`config.mk`:
```
export PLATFORM = sky130hd
export DESIGN_NAME = half_adder
export DESIGN_NICKNAME = d
export VERILOG_FILES = /design/src/rtl/half_adder.sv
export SDC_FILE = /design/constraint.sdc
export NUM_CORES = 1
export LEC_CHECK = 0
export CAP_MARGIN = 0
export CORE_ASPECT_RATIO = 1.2
export CORE_MARGIN = 4
export CORE_UTILIZATION = 43
export DETAILED_ROUTE_END_ITERATION = 12
export GPL_TIMING_DRIVEN = 0
export PLACE_DENSITY_LB_ADDON = 0.25
export SLEW_MARGIN = 5
export SYNTH_ARGS = -nofsm -noshare
export SYNTH_HDL_FRONTEND = slang
export SYNTH_SLANG_ARGS = --single-unit
export TNS_END_PERCENT = 30
```
`constraint.sdc`:
```
create_clock -name clk -period 1.44 [get_ports clk]
set_input_delay 0.144 -clock clk [delete_from_list [all_inputs] [get_ports clk]]
set_output_delay 0.144 -clock clk [all_outputs]
set_load 0.01 [all_outputs]
```
`src/rtl/half_adder.sv`:
```
// half_adder: pipelined per-lane half adder with valid flag and saturating carry-event counter
module half_adder #(
  parameter int WIDTH   = 1,
  parameter int LATENCY = 1,
  parameter int CNT_W   = 16
) (
  input  logic             clk,
  input  logic             rst,
  input  logic             in_valid,
  input  logic [WIDTH-1:0] a,
  input  logic [WIDTH-1:0] b,
  output logic             out_valid,
  output logic [WIDTH-1:0] sum,
  output logic [WIDTH-1:0] carry,
  output logic             carry_any,
  output logic [CNT_W-1:0] carry_count
);
  if (WIDTH < 1 || WIDTH > 64 || LATENCY < 1 || LATENCY > 4 || CNT_W < 2 || CNT_W > 32) begin : g_bad_param
    $error("half_adder: illegal parameters WIDTH=%0d LATENCY=%0d CNT_W=%0d", WIDTH, LATENCY, CNT_W);
  end
  logic [LATENCY-1:0] valid_q;
  logic [WIDTH-1:0]   sum_q   [LATENCY];
  logic [WIDTH-1:0]   carry_q [LATENCY];
  logic [CNT_W-1:0]   count_q, count_d;
  // Pipeline: valid shifts every cycle, data registers only load behind a valid entry
  always_ff @(posedge clk) begin
    if (rst) begin
      valid_q <= '0;
      for (int i = 0; i < LATENCY; i++) begin
        sum_q[i]   <= '0;
        carry_q[i] <= '0;
      end
    end else begin
      valid_q[0] <= in_valid;
      if (in_valid) begin
        sum_q[0]   <= a ^ b;
        carry_q[0] <= a & b;
      end
      for (int i = 1; i < LATENCY; i++) begin
        valid_q[i] <= valid_q[i-1];
        if (valid_q[i-1]) begin
          sum_q[i]   <= sum_q[i-1];
          carry_q[i] <= carry_q[i-1];
        end
      end
    end
  end
  // Output gating hides held data when the last stage is empty; counter saturates at all-ones
  always_comb begin
    out_valid   = valid_q[LATENCY-1];
    sum         = out_valid ? sum_q[LATENCY-1] : '0;
    carry       = out_valid ? carry_q[LATENCY-1] : '0;
    carry_any   = |carry;
    count_d     = (out_valid && carry_any && !(&count_q)) ? count_q + CNT_W'(1) : count_q;
    carry_count = count_q;
  end
  // Carry event counter, cleared only by reset
  always_ff @(posedge clk) begin
    count_q <= rst ? '0 : count_d;
  end
endmodule

```
# Word-level counts from Yosys, hierarchy flattened
# Memory sizes are Yosys's and may differ from the RTL's.
# Cells that the tools add are included.
word_totals:
  wordCells: 24
  mem_bits_rw: 2
  out_inout_bits: 20
  regBits: 17
  in_bits: 5
  n_memories: 2
mem_list:
  columns: ["memory", "words", "width", "read_ports", "rd_clocked_by_memory_dff", "write_ports", "line_no", "text"]
  rows:
  - ["carry_q", 1, 1, 1, 0, 1, "23", "logic [WIDTH-1:0] carry_q [LATENCY];"]
  - ["sum_q", 1, 1, 1, 0, 1, "22", "logic [WIDTH-1:0] sum_q [LATENCY];"]
op_classes:
  bitwise: 2
  n_reduce_logical: 6
  mux: 11
  addsub: 1
op_table:
  columns: ["cell", "n"]
  rows:
  - ["adder 16 x 1 -> 16 bit, second input constant", 1]
  - ["AND reduction 16 bit", 1]
  - ["2-to-1 mux 1 bit", 11]
  - ["logical AND 1 bit", 2]
  - ["OR reduction 1 bit", 2]
  - ["bitwise AND 1 bit", 1]
  - ["logical NOT 1 bit", 1]
  - ["XOR 1 bit", 1]

# Longest topological paths before layout
logic_depth:
  ltp_word: 5
  ltp_mapped: 6
  mapped_depth_nobuf: 5

# Worst setup path before layout
# No wires, ideal clock.
synth_timing:
  path_kind: "register -> register"
  start: "register count_q[0] (netlist: carry_count[0])"
  end: "register count_q[10] (netlist: carry_count[10])"
  synth_period_minus_slack_ns: 1.655
  required_ns: 1.368
  slack_ns: -0.215
  stages_incl_launch_ff: 6
  arrival_time_ns: 1.583
  path_cell_list: "dfxtp_1 > ha_1 > nand4_2 > nand2b_1 > or4_1 > a21oi_1"
synth_via:
  elab_chain_len: 3
  word_cells_on_any_way: 4
  classes_between: "add/sub (1); reduce/logical (3)"
synth_lines:
  columns: ["element", "line_no", "text"]
  rows:
  - ["start, declared", "24", "logic [CNT_W-1:0] count_q, count_d;"]
  - ["start signal, assigned", "59", "count_q <= rst ? '0 : count_d;"]
  - ["parallel branches: the longest is 3 deep, another holds adder 16 x 1 -> 16 bit", null, null]
# Parallel ways; which one is timed is not known.
# A chain may end at the register's enable or synchronous reset.

# Worst setup path after layout
# Same ends and word-level chain as after synthesis.

==> flow_summary.yaml <==
run_status:
  status: "finished with violations"
  violations: "setup timing"
global_routing:
  antenna_found_initial: 0
  grt_usage_pct: 18.6
  grt_max_degree: 11
  grt_pass1_wl_mm: 4.35
  grt_pass1_vias: 1022
  grt-ovfl-total: 0
placement:
  dp_worst_setup_slack_ps: -283
  io_buffer_count: 24
  dp_hpwl_mm: 1.75
  place_congestion: 0.806
  postPlaceCellArea_um2: 1340
  placed_cells: 162
worst_setup_path:
  critical_path_peak_fanout: 6
  crit_family: "simple AND/OR/NAND/NOR gates"
  worst-path-buf-inv: 0
  arrival_ps: 1800
  path_cells: "ha_4 > nand4_4 > nand2b_4 > or4_4 > a21oi_2"
  worstSetupPathType: "reg2reg"
  cp.required_ps: 1680
  worst_path_max_delay_cell: "or4_4"
  startpoint_type: "flop"
  worstSetupEndpointType: "flop"
  cp_slowest_stage_delay_ps: 510
pwr:
  p_per_area_nw_per_um2: 554
  total_power_uw: 869
  irDropWorstVdd_v: 0.000546
  total_leakage_power_nw: 0.588
route:
  drc: 0
  drt_iter0_markers: 27
  drtAntennaViolNets: 0
  dr.pass1.iters: 4
  avgViaCountPerCell: 5.92
  via_count: 1066
  drt-wirelength-per-cell_um: 15.6
  totalWireLength_mm: 2.81
timing:
  finalCriticalPeriod_ps: 1560
  rsz0062_at_grt: "true"
  setup_tns_ps: -652
  min_period_over_period_pct: 108
  setup_violations: 14
  holdWs_ps: 437
  finClkSkew_ps: 6.17
  hold_viol: 0
  max_freq_mhz: 640
  slew_headroom_pct: 70.9
  finalWorstSetupSlack_ps: -122
  worst_slew_pin_slew_ps: 437
  drv_slew: 0
cells_and_area:
  nNetsFinal: 158
  drive_gt1_share_pct: 41.3
  area.growth.synth_to_final_pct: 57.8
  multiInputGateArea_um2: 658
  fin_cells: 180
  diodes: 0
  ff_latch_area_um2: 447
  finalInstanceArea_um2: 1570
  nFillCells: 157
  fin_util_pct: 73.3
clock_network:
  cts_hold_buf: 0
  clkTransAtPathRegs_ps: 110
  cts.path.max_buffers: 2
  numCtsBuffers: 3
  cts-root-buf: "clkbuf_4"
  cts_tree: "done"
  clock-sinks: 19
  htree_levels: 1
  clock_latency_ps: 300
die:
  start_util_pct: 46.4
  io_pins: 25
  core-area_um2: 2140
  die_h_um: 60.7
  die-area_um2: 3150
  die_w_um: 51.9
  core.rowCount: 18
logic_synthesis:
  synthFlopType: "dfxtp_1"
  synth_seq_cells: 19
  syn_inst: 108
  synth_edf_count: 2
  synth-async-reset-ratio_pct: 0
  synth_nets: 115
  ys_seq_area_share_pct: 40.3
  avgSynthCellArea_um2: 9.20
  syn_area_um2: 993
  synthDistinctLibCells: 39
  yosys_warnings: 0
flow_run:
  maxCapViolCount: 0
min_path:
  worst_hold_path_type: "in2reg"
## layer usage
metal	global-route usage [%]	share of wire, %
met5	0	0
met4	10.5	2.9
met3	2.95	5.4
met2	33.4	51
met1	20.7	40
## synth_stat cells (2+ instances only)
cell,n,area [µm²]
and2_1,4,25.0
a31oi_1,3,18.8
nor2_1,4,15.0
clkbuf_1,2,7.51
nor3_1,6,30.0
inv_1,2,7.51
nand4_2,2,25.0
or4_1,3,22.5
nand2_1,4,15.0
o21ai_0,2,10.0
a21oi_2,3,26.3
a21oi_1,7,35.0
nand4_1,3,18.8
and4_1,2,17.5
mux2_2,2,22.5
o21ai_1,4,20.0
nand3_1,4,20.0
nor2b_1,4,25.0
edfxtp_1,2,60.1
o31ai_1,4,30.0
or3_1,5,31.3
nor4_2,2,25.0
dfxtp_1,17,340
ha_1,2,25.0
## cells in the final DEF, fill, tap and decap left out, drive strengths merged, types with 2 or more instances in the layout
cell and n:
a21oi 10, a31oi 3, and2 4, and4 2, buf 18, clkbuf 6, clkdlybuf4s50 20, dfxtp 17
dlygate4sd2 2, edfxtp 2, ha 2, inv 2, mux2 2, nand2 5, nand3 5, nand4 5
nor2 4, nor2b 4, nor3 6, nor4 3, o21ai 6, o31ai 4, or3 5, or4 3
## area by class of cell
class	instances	share of cell area, %
Sequential cell	19	28.5
Buffer	5	2.71
Inverter	2	0.638
Multi-Input combinational cell	82	42.0
Clock buffer	4	1.68
Tap cell	30	2.39
Timing Repair Buffer	38	22.1
## worst paths after layout
check,to,start,slack [ps],cells after the start
setup / recovery,carry_count[10]$_SDFFE_PP0P_,carry_count[0]$_SDFFE_PP0P_,-120,5
hold reg to reg,carry_count[11]$_SDFFE_PP0P_,carry_count[11]$_SDFFE_PP0P_,490,2
hold / removal,out_valid$_SDFF_PP0_,in_valid,440,2
setup reg to reg,carry_count[10]$_SDFFE_PP0P_,carry_count[0]$_SDFFE_PP0P_,-120,5
## timing repair
action	4_1_cts	5_1_grt
gates cloned	0	1
gates resized for setup	21	20
buffers inserted	5	8
hold endpoints to repair	0	0
pin swaps	5	5
setup endpoints to repair	23	24
## state kept, by name, indices dropped and copies added, names as in the netlist
register,flops
carry_count,16
carry_q,1
out_valid,1
sum_q,1
## power by group
part / internal (mW) / leakage, nW / total (mW) / switching [mW]
Sequential: 0.524 / 0.170 / 0.531 / 0.00648
Combinational: 0.0350 / 0.403 / 0.0646 / 0.0296
Clock: 0.108 / 0.0150 / 0.274 / 0.166
## cell families (layout without fill, tap and decap cells)
| kind of cell | after synthesis | after routing | share of synthesized area [%] |
|---|---|---|---|
| AO/OA/AOI/OAI | 25 | 25 | 16.0 |
| adder cells (fa/ha/maj) | 2 | 2 | 2.52 |
| buffers and inverters | 7 | 49 | 3.78 |
| flip-flops | 19 | 19 | 40.3 |
| multiplexers | 3 | 3 | 3.27 |
| AND/OR/NAND/NOR | 52 | 52 | 34.1 |
Note: power is estimated with default switching activity, not from simulation.
